<file path="src/rtl/branch_resolve_ctrl_if.sv">
// Bundle of the request, comparator, resolution, redirect and flush signals
// of branch_resolve_ctrl.
//   slave  : the controller's view (drives br_ready, cmp_*, res_*, redir_valid,
//            redir_pc, flush, taken_cnt)
//   master : the surrounding pipeline/comparator/fetch view
// Handshakes (br_valid/br_ready and redir_valid/redir_ready): a transfer
// happens on a rising clk edge where valid and ready are both high; the
// source holds valid and its payload stable until that edge.
interface branch_resolve_ctrl_if #(
  parameter int CNT_W = 16
);
  logic             br_valid;
  logic             br_ready;
  logic [2:0]       br_funct3;
  logic [31:0]      br_pc;
  logic [31:0]      br_imm;
  logic [31:0]      rs1_data;
  logic [31:0]      rs2_data;
  logic             cmp_un;
  logic [31:0]      cmp_rr1;
  logic [31:0]      cmp_rr2;
  logic             cmp_beq;
  logic             cmp_blt;
  logic             res_valid;
  logic             res_taken;
  logic             res_err;
  logic             redir_valid;
  logic             redir_ready;
  logic [31:0]      redir_pc;
  logic             flush;
  logic [CNT_W-1:0] taken_cnt;

  modport slave (
    input  br_valid, br_funct3, br_pc, br_imm, rs1_data, rs2_data,
    input  cmp_beq, cmp_blt, redir_ready,
    output br_ready, cmp_un, cmp_rr1, cmp_rr2,
    output res_valid, res_taken, res_err,
    output redir_valid, redir_pc, flush, taken_cnt
  );

  modport master (
    output br_valid, br_funct3, br_pc, br_imm, rs1_data, rs2_data,
    output cmp_beq, cmp_blt, redir_ready,
    input  br_ready, cmp_un, cmp_rr1, cmp_rr2,
    input  res_valid, res_taken, res_err,
    input  redir_valid, redir_pc, flush, taken_cnt
  );
endinterface

</file>
<file path="src/rtl/branch_resolve_ctrl.sv">
// Branch resolution controller for the RISC-V core. Accepts one conditional
// branch per handshake, feeds the external comparator, resolves taken/not
// taken from funct3, redirects fetch to pc+imm and flushes wrong-path stages.
// Ports:
//   clk, rst_n : rising-edge clock, asynchronous active-low reset
//   bus        : branch_resolve_ctrl_if.slave (request, comparator,
//                resolution, redirect, flush, taken counter)
//   dbg_state  : current FSM state (0 IDLE, 1 EVAL, 2 REDIR, 3 FLUSH)
module branch_resolve_ctrl #(
  parameter int FLUSH_CYCLES = 2,
  parameter int CNT_W        = 16
) (
  input  logic                   clk,
  input  logic                   rst_n,
  branch_resolve_ctrl_if.slave   bus,
  output logic [1:0]             dbg_state
);

  typedef enum logic [1:0] {
    IDLE  = 2'd0,
    EVAL  = 2'd1,
    REDIR = 2'd2,
    FLUSH = 2'd3
  } state_t;

  localparam logic [3:0] FLUSH_LD = 4'(FLUSH_CYCLES);

  state_t           state_q, state_d;
  logic [2:0]       funct3_q;
  logic [31:0]      pc_q, imm_q, rs1_q, rs2_q, target_q;
  logic [CNT_W-1:0] cnt_q;
  logic [3:0]       flush_cnt_q;

  logic [31:0]      target;
  logic             cond;
  logic             illegal;
  logic             take;
  logic             err;

  // Operands go to the comparator straight from the capture registers, so
  // its beq/blt answer is settled during EVAL. That comparator loop is the
  // only input-to-output combinational path (into res_taken/res_err).
  assign bus.cmp_rr1 = rs1_q;
  assign bus.cmp_rr2 = rs2_q;
  assign bus.cmp_un  = funct3_q[1];

  assign target = pc_q + imm_q;

  always_comb begin
    cond    = 1'b0;
    illegal = 1'b0;
    case (funct3_q)
      3'b000:         cond = bus.cmp_beq;
      3'b001:         cond = ~bus.cmp_beq;
      3'b100, 3'b110: cond = bus.cmp_blt;
      3'b101, 3'b111: cond = ~bus.cmp_blt;
      default:        illegal = 1'b1;
    endcase
  end

  // A taken branch to a non-word-aligned target is reported as an error
  // and does not redirect or count.
  assign take = cond & (target[1:0] == 2'b00);
  assign err  = illegal | (cond & (target[1:0] != 2'b00));

  always_comb begin
    state_d = state_q;
    case (state_q)
      IDLE:  if (bus.br_valid) state_d = EVAL;
      EVAL:  state_d = take ? REDIR : IDLE;
      REDIR: if (bus.redir_ready) state_d = (FLUSH_LD == 4'd0) ? IDLE : FLUSH;
      FLUSH: if (flush_cnt_q <= 4'd1) state_d = IDLE;
      default: state_d = IDLE;
    endcase
  end

  always_ff @(posedge clk or negedge rst_n) begin
    if (!rst_n) begin
      state_q     <= IDLE;
      funct3_q    <= 3'b000;
      pc_q        <= '0;
      imm_q       <= '0;
      rs1_q       <= '0;
      rs2_q       <= '0;
      target_q    <= '0;
      cnt_q       <= '0;
      flush_cnt_q <= '0;
    end else begin
      state_q <= state_d;
      case (state_q)
        IDLE: begin
          if (bus.br_valid) begin
            funct3_q <= bus.br_funct3;
            pc_q     <= bus.br_pc;
            imm_q    <= bus.br_imm;
            rs1_q    <= bus.rs1_data;
            rs2_q    <= bus.rs2_data;
          end
        end
        EVAL: begin
          if (take) begin
            target_q <= target;
            if (cnt_q != {CNT_W{1'b1}}) cnt_q <= cnt_q + CNT_W'(1);
          end
        end
        REDIR: begin
          if (bus.redir_ready) flush_cnt_q <= FLUSH_LD;
        end
        FLUSH: begin
          if (flush_cnt_q != 4'd0) flush_cnt_q <= flush_cnt_q - 4'd1;
        end
        default: ;
      endcase
    end
  end

  assign bus.br_ready    = (state_q == IDLE);
  assign bus.res_valid   = (state_q == EVAL);
  assign bus.res_taken   = (state_q == EVAL) & take;
  assign bus.res_err     = (state_q == EVAL) & err;
  assign bus.redir_valid = (state_q == REDIR);
  assign bus.redir_pc    = target_q;
  assign bus.flush       = (state_q == FLUSH);
  assign bus.taken_cnt   = cnt_q;
  assign dbg_state       = state_q;

endmodule

</file>
<file path="src/flat_wrapper.sv">
// flat-port wrapper written by rule: the top's interface ports become plain ports
module branch_resolve_ctrl_flat 
#(
  parameter int FLUSH_CYCLES = 2,
  parameter int CNT_W        = 16
)
  (clk, rst_n, dbg_state, bus_br_valid, bus_br_funct3, bus_br_pc, bus_br_imm, bus_rs1_data, bus_rs2_data, bus_cmp_beq, bus_cmp_blt, bus_redir_ready, bus_br_ready, bus_cmp_un, bus_cmp_rr1, bus_cmp_rr2, bus_res_valid, bus_res_taken, bus_res_err, bus_redir_valid, bus_redir_pc, bus_flush, bus_taken_cnt);
  branch_resolve_ctrl_if #(.CNT_W(CNT_W)) bus_i ();
  input  logic clk;
  input  logic rst_n;
  output logic [1:0] dbg_state;
  input wire logic [$bits(bus_i.br_valid)-1:0] bus_br_valid;
  input wire logic [$bits(bus_i.br_funct3)-1:0] bus_br_funct3;
  input wire logic [$bits(bus_i.br_pc)-1:0] bus_br_pc;
  input wire logic [$bits(bus_i.br_imm)-1:0] bus_br_imm;
  input wire logic [$bits(bus_i.rs1_data)-1:0] bus_rs1_data;
  input wire logic [$bits(bus_i.rs2_data)-1:0] bus_rs2_data;
  input wire logic [$bits(bus_i.cmp_beq)-1:0] bus_cmp_beq;
  input wire logic [$bits(bus_i.cmp_blt)-1:0] bus_cmp_blt;
  input wire logic [$bits(bus_i.redir_ready)-1:0] bus_redir_ready;
  output wire logic [$bits(bus_i.br_ready)-1:0] bus_br_ready;
  output wire logic [$bits(bus_i.cmp_un)-1:0] bus_cmp_un;
  output wire logic [$bits(bus_i.cmp_rr1)-1:0] bus_cmp_rr1;
  output wire logic [$bits(bus_i.cmp_rr2)-1:0] bus_cmp_rr2;
  output wire logic [$bits(bus_i.res_valid)-1:0] bus_res_valid;
  output wire logic [$bits(bus_i.res_taken)-1:0] bus_res_taken;
  output wire logic [$bits(bus_i.res_err)-1:0] bus_res_err;
  output wire logic [$bits(bus_i.redir_valid)-1:0] bus_redir_valid;
  output wire logic [$bits(bus_i.redir_pc)-1:0] bus_redir_pc;
  output wire logic [$bits(bus_i.flush)-1:0] bus_flush;
  output wire logic [$bits(bus_i.taken_cnt)-1:0] bus_taken_cnt;
  assign bus_i.br_valid = bus_br_valid;
  assign bus_i.br_funct3 = bus_br_funct3;
  assign bus_i.br_pc = bus_br_pc;
  assign bus_i.br_imm = bus_br_imm;
  assign bus_i.rs1_data = bus_rs1_data;
  assign bus_i.rs2_data = bus_rs2_data;
  assign bus_i.cmp_beq = bus_cmp_beq;
  assign bus_i.cmp_blt = bus_cmp_blt;
  assign bus_i.redir_ready = bus_redir_ready;
  assign bus_br_ready = bus_i.br_ready;
  assign bus_cmp_un = bus_i.cmp_un;
  assign bus_cmp_rr1 = bus_i.cmp_rr1;
  assign bus_cmp_rr2 = bus_i.cmp_rr2;
  assign bus_res_valid = bus_i.res_valid;
  assign bus_res_taken = bus_i.res_taken;
  assign bus_res_err = bus_i.res_err;
  assign bus_redir_valid = bus_i.redir_valid;
  assign bus_redir_pc = bus_i.redir_pc;
  assign bus_flush = bus_i.flush;
  assign bus_taken_cnt = bus_i.taken_cnt;
  branch_resolve_ctrl #(.FLUSH_CYCLES(FLUSH_CYCLES), .CNT_W(CNT_W)) u_core (.clk(clk), .rst_n(rst_n), .bus(bus_i), .dbg_state(dbg_state));
endmodule
</file>
<file path="config.mk">
export PLATFORM = sky130hd
export DESIGN_NAME = branch_resolve_ctrl_flat
export DESIGN_NICKNAME = d
export VERILOG_FILES = /design/src/rtl/branch_resolve_ctrl_if.sv /design/src/rtl/branch_resolve_ctrl.sv /design/src/flat_wrapper.sv
export SDC_FILE = /design/constraint.sdc
export NUM_CORES = 1
export LEC_CHECK = 0
export CAP_MARGIN = 20
export CORE_UTILIZATION = 30
export DETAILED_ROUTE_END_ITERATION = 16
export GPL_TIMING_DRIVEN = 0
export MAX_ROUTING_LAYER = met4
export SYNTH_ARGS = -nofsm -noshare
export SYNTH_HDL_FRONTEND = slang
export SYNTH_SLANG_ARGS = --single-unit
</file>
<file path="constraint.sdc">
create_clock -name clk -period 2.6 [get_ports clk]
set_input_delay 0.26 -clock clk [delete_from_list [all_inputs] [get_ports clk]]
set_output_delay 0.26 -clock clk [all_outputs]
set_load 0.02 [all_outputs]
</file>
==> results.md, run 1 <==
- Post-Place Cells: around 1400
- CTS tree: yes
- Gpl congestion: 0.844
- Total CTS buffers: 17
- Initial antenna violation count: 1
- Cell count after synthesis: 748
- Vias post-DR: 6884
- Synthesis-to-finish area growth: 44.6%
- Reg2Reg Depth: 9
- Synthesis-stage register bit count: approximately 190
- Commonest non-fill, non-tap cell in the layout: clkdlybuf4s50_1
- Post-route setup slack: -45.1 ps
- Max-cap violations: 0
- Non-Filler Instances: roughly 1400
- 1st-pass router iterations: 5
- Max Clk Rate: 0.378 GHz
- CTS H-Tree Depth: 4
- DRT iter0 DRCs: around 280
- Remaining antenna violation count after routing: 0
- Die Area: approximately 30000 um^2
- NumNets Final: roughly 1200
- Final setup viols: 3
- Period minus WS final: around 2600 ps
- Largest net degree at the start of global routing: between 100 and 150
- IO Pins: between 200 and 300
- Total grt overflow: 0
- Yosys warns: 0
- # DRC: 0
- Crit Path Class: flip-flop to output port
- Layout cells sized above 1: 21.1%
- Die Y: 173 um
- Static leakage: roughly 5.3 nW
- Unrepaired setup endpoints after global routing: yes
- CP startpoint: u_core.imm_q[0]
- Worst slew margin: about half
- Clock sinks: between 150 and 200
- Asr flop ratio synth: 100%
- PortBufs: ~260
- Tightest Pin Transition: roughly 730 ps
- CP required: ~2300 ps
- Final setup TNS: -51.1 ps
- Seq/Total Area, Yosys: between 50% and 60%
- Post-Syn Nets: 920
- Ys flop type: dfrtp_1
- Status: finished, violations left
- Starting Density: between 30% and 40%
- CP endpoint kind: output port
- First-pass GRT wire length: 39.8 mm
- Clk root buf: clkbuf_16
- GR Util All Layers: 17.7%
- Period Utilization, post-route: 102%
- Crit Reg-Reg Endpoint: u_core.bus.redir_pc[29]
- Worst endpoint data arrival time: about 2400 ps
- P per Cell Area: around 1400 nW/um^2
- CP max FO: 3
- Die width: approximately 170 um
- Final Skew: between 20 and 25 ps
- Netlist cell types: 57
- Vias in the first global route: ~7300
- Post-Route WL: 24.9 mm
- Wire length per cell: 17.4 um
- Layout Utilization: roughly 44%
- Post-synthesis cell area: 8790 um^2
- Final Hold Vio Count: 0
- Clock latency on the worst-skew pair: 460 ps
- CP startpoint kind: flip-flop
- Internal reg-to-reg setup slack: 0 ps
- Worst r2r src: u_core.imm_q[0]
- Clock Tree Buf Depth: 2
- Syn Area/Cell: 11.8 um^2
- Post-synth EDFFs: 0
- Std-Cell Rows: between 60 and 70
- Clk slew on worst S/H paths: about 90 ps
- CP Capture Point: bus_res_taken
- DP Wirelength: between 15 and 20 mm
- Slew Viols, Final: 0
- Worst hold path class: primary input to async pin
- Vias per cell: 4.81
- Area of the core: about 29000 um^2
- Most frequent cells in the layout: clkdlybuf4s50_1, dfrtp_1, mux2_2, nand2_1, o21ai_0
- Failing checks: negative setup slack
- Max IR drop VDD: about 0.57 mV
-- repair_timing --
item / in CTS / in global routing
cloned: 0 / 0
endpoints found under the hold margin: 74 / 0
pin swaps: 3 / 5
hold buffers: 1 / 0
buffers inserted: 4 / 4
gates resized for setup: 30 / 38
endpoints found under the setup margin: 108 / 45
-- worst min path at each step --
stage                                  from                 endpoint
finish                                rst_n          u_core.pc_q[13]
global route                  bus_br_imm[1]          u_core.imm_q[1]
CTS                           bus_br_imm[1]          u_core.imm_q[1]
detailed placement                    rst_n          u_core.pc_q[13]
global placement    u_core.bus.redir_pc[19]  u_core.bus.redir_pc[19]
floorplan                             rst_n                async pin
-- area by class of cell --
type                    count  area, um^2
fillers                  2705       16100
flip-flops and latches    185        4630
multi-input cells         514        4080
repair buffers            267        2680
well taps                 384         480
clock buffers              17         425
clock inverters            14         178
plain buffers              27         170
inverters                  21        78.8
diodes                      1        2.50
-- cells in the mapped netlist (all sizes together) (2+ instances only) --
cell type | instances | area share (%)
nor3 | 8 | 0.46
a211o | 2 | 0.20
o2111ai | 2 | 0.20
xnor2 | 20 | 2.0
a21boi | 4 | 0.34
o21ai | 44 | 2.5
and3 | 5 | 0.36
and2 | 6 | 0.43
a221o | 3 | 0.34
dfrtp | 185 | 53
buf | 9 | 0.55
nor2b | 4 | 0.28
o21a | 10 | 0.85
ha | 34 | 4.8
nand4 | 12 | 0.85
a2111oi | 2 | 0.27
nand2b | 5 | 0.36
a21o | 4 | 0.34
or4 | 5 | 0.47
clkbuf | 19 | 0.81
a31oi | 5 | 0.36
inv | 21 | 0.90
nand3 | 17 | 0.97
nor2 | 33 | 1.4
a21oi | 30 | 1.7
nand2 | 70 | 3.0
o21bai | 5 | 0.43
o31ai | 8 | 0.80
xor2 | 19 | 1.9
o211ai | 6 | 0.51
a22oi | 2 | 0.17
mux2 | 131 | 17
-- cell families after synthesis --
logic type / synth area share (%)
fa+ha+maj: 5.06
xor+xnor: 3.88
flops: 52.6
compound gates: 10.3
buf+inv: 2.26
mux: 16.8
simple gates: 9.09
-- state kept, by name, indices dropped and copies added, names as in the netlist, named ones only --
name / cells
u_core.bus.redir_pc: 32
u_core.funct3_q: 3
u_core.pc_q: 32
u_core.imm_q: 32
u_core.bus.cmp_rr2: 32
u_core.bus.cmp_rr1: 32
u_core.flush_cnt_q: 4
u_core.bus.taken_cnt: 16
u_core.dbg_state: 1
-- layer usage --
layer / wire length, um / global-route usage [%] / vias up
met3: 1900 / 5.64 / 27
met5: 0 / - / -
met4: 333 / 4.79 / 0
met2: 11700 / 28.2 / 263
li1: - / - / 3249
met1: 11000 / 21.6 / 3345
-- critical path, stage by stage (launching register included) --
cell	delay, ps
dfrtp_1	360
ha_2	190
inv_2	40
fa_1	470
nand2b_1	90
or4_4	470
inv_2	90
buf_6	110
buf_6	110
-- where the power goes --
group / switching [W] / internal [W] / leakage (nW)
sequential: 0.000786 / 0.00416 / 2.25
clock: 0.00131 / 0.00146 / 0.295
combinational: 0.00514 / 0.00453 / 2.76
-- metrics by stage --
| stage | instance area (um^2) | setup WS (ps) | power [W] | hold WS (ps) |
|---|---|---|---|---|
| 2_1_floorplan | 8790 | 202 | 0.0108 | -35.6 |
| 3_3_place_gp | 11800 | -6830 | 0.0142 | 467 |
| 3_5_place_dp | 11900 | -568 | 0.0143 | 264 |
| 4_1_cts | 12600 | -134 | 0.0174 | 350 |
| 5_1_grt | 12700 | -161 | 0.0187 | 367 |
| 6_report | 12700 | -45.1 | 0.0174 | 370 |
Note: power is estimated with default switching activity, not from simulation.
==> inputs of run 2 (changes only) <==
CTS_CLUSTER_DIAMETER = 40   (was unset)
==> results of run 2 <==
The final DEF is identical to that of run 1; final timing and power are the same.
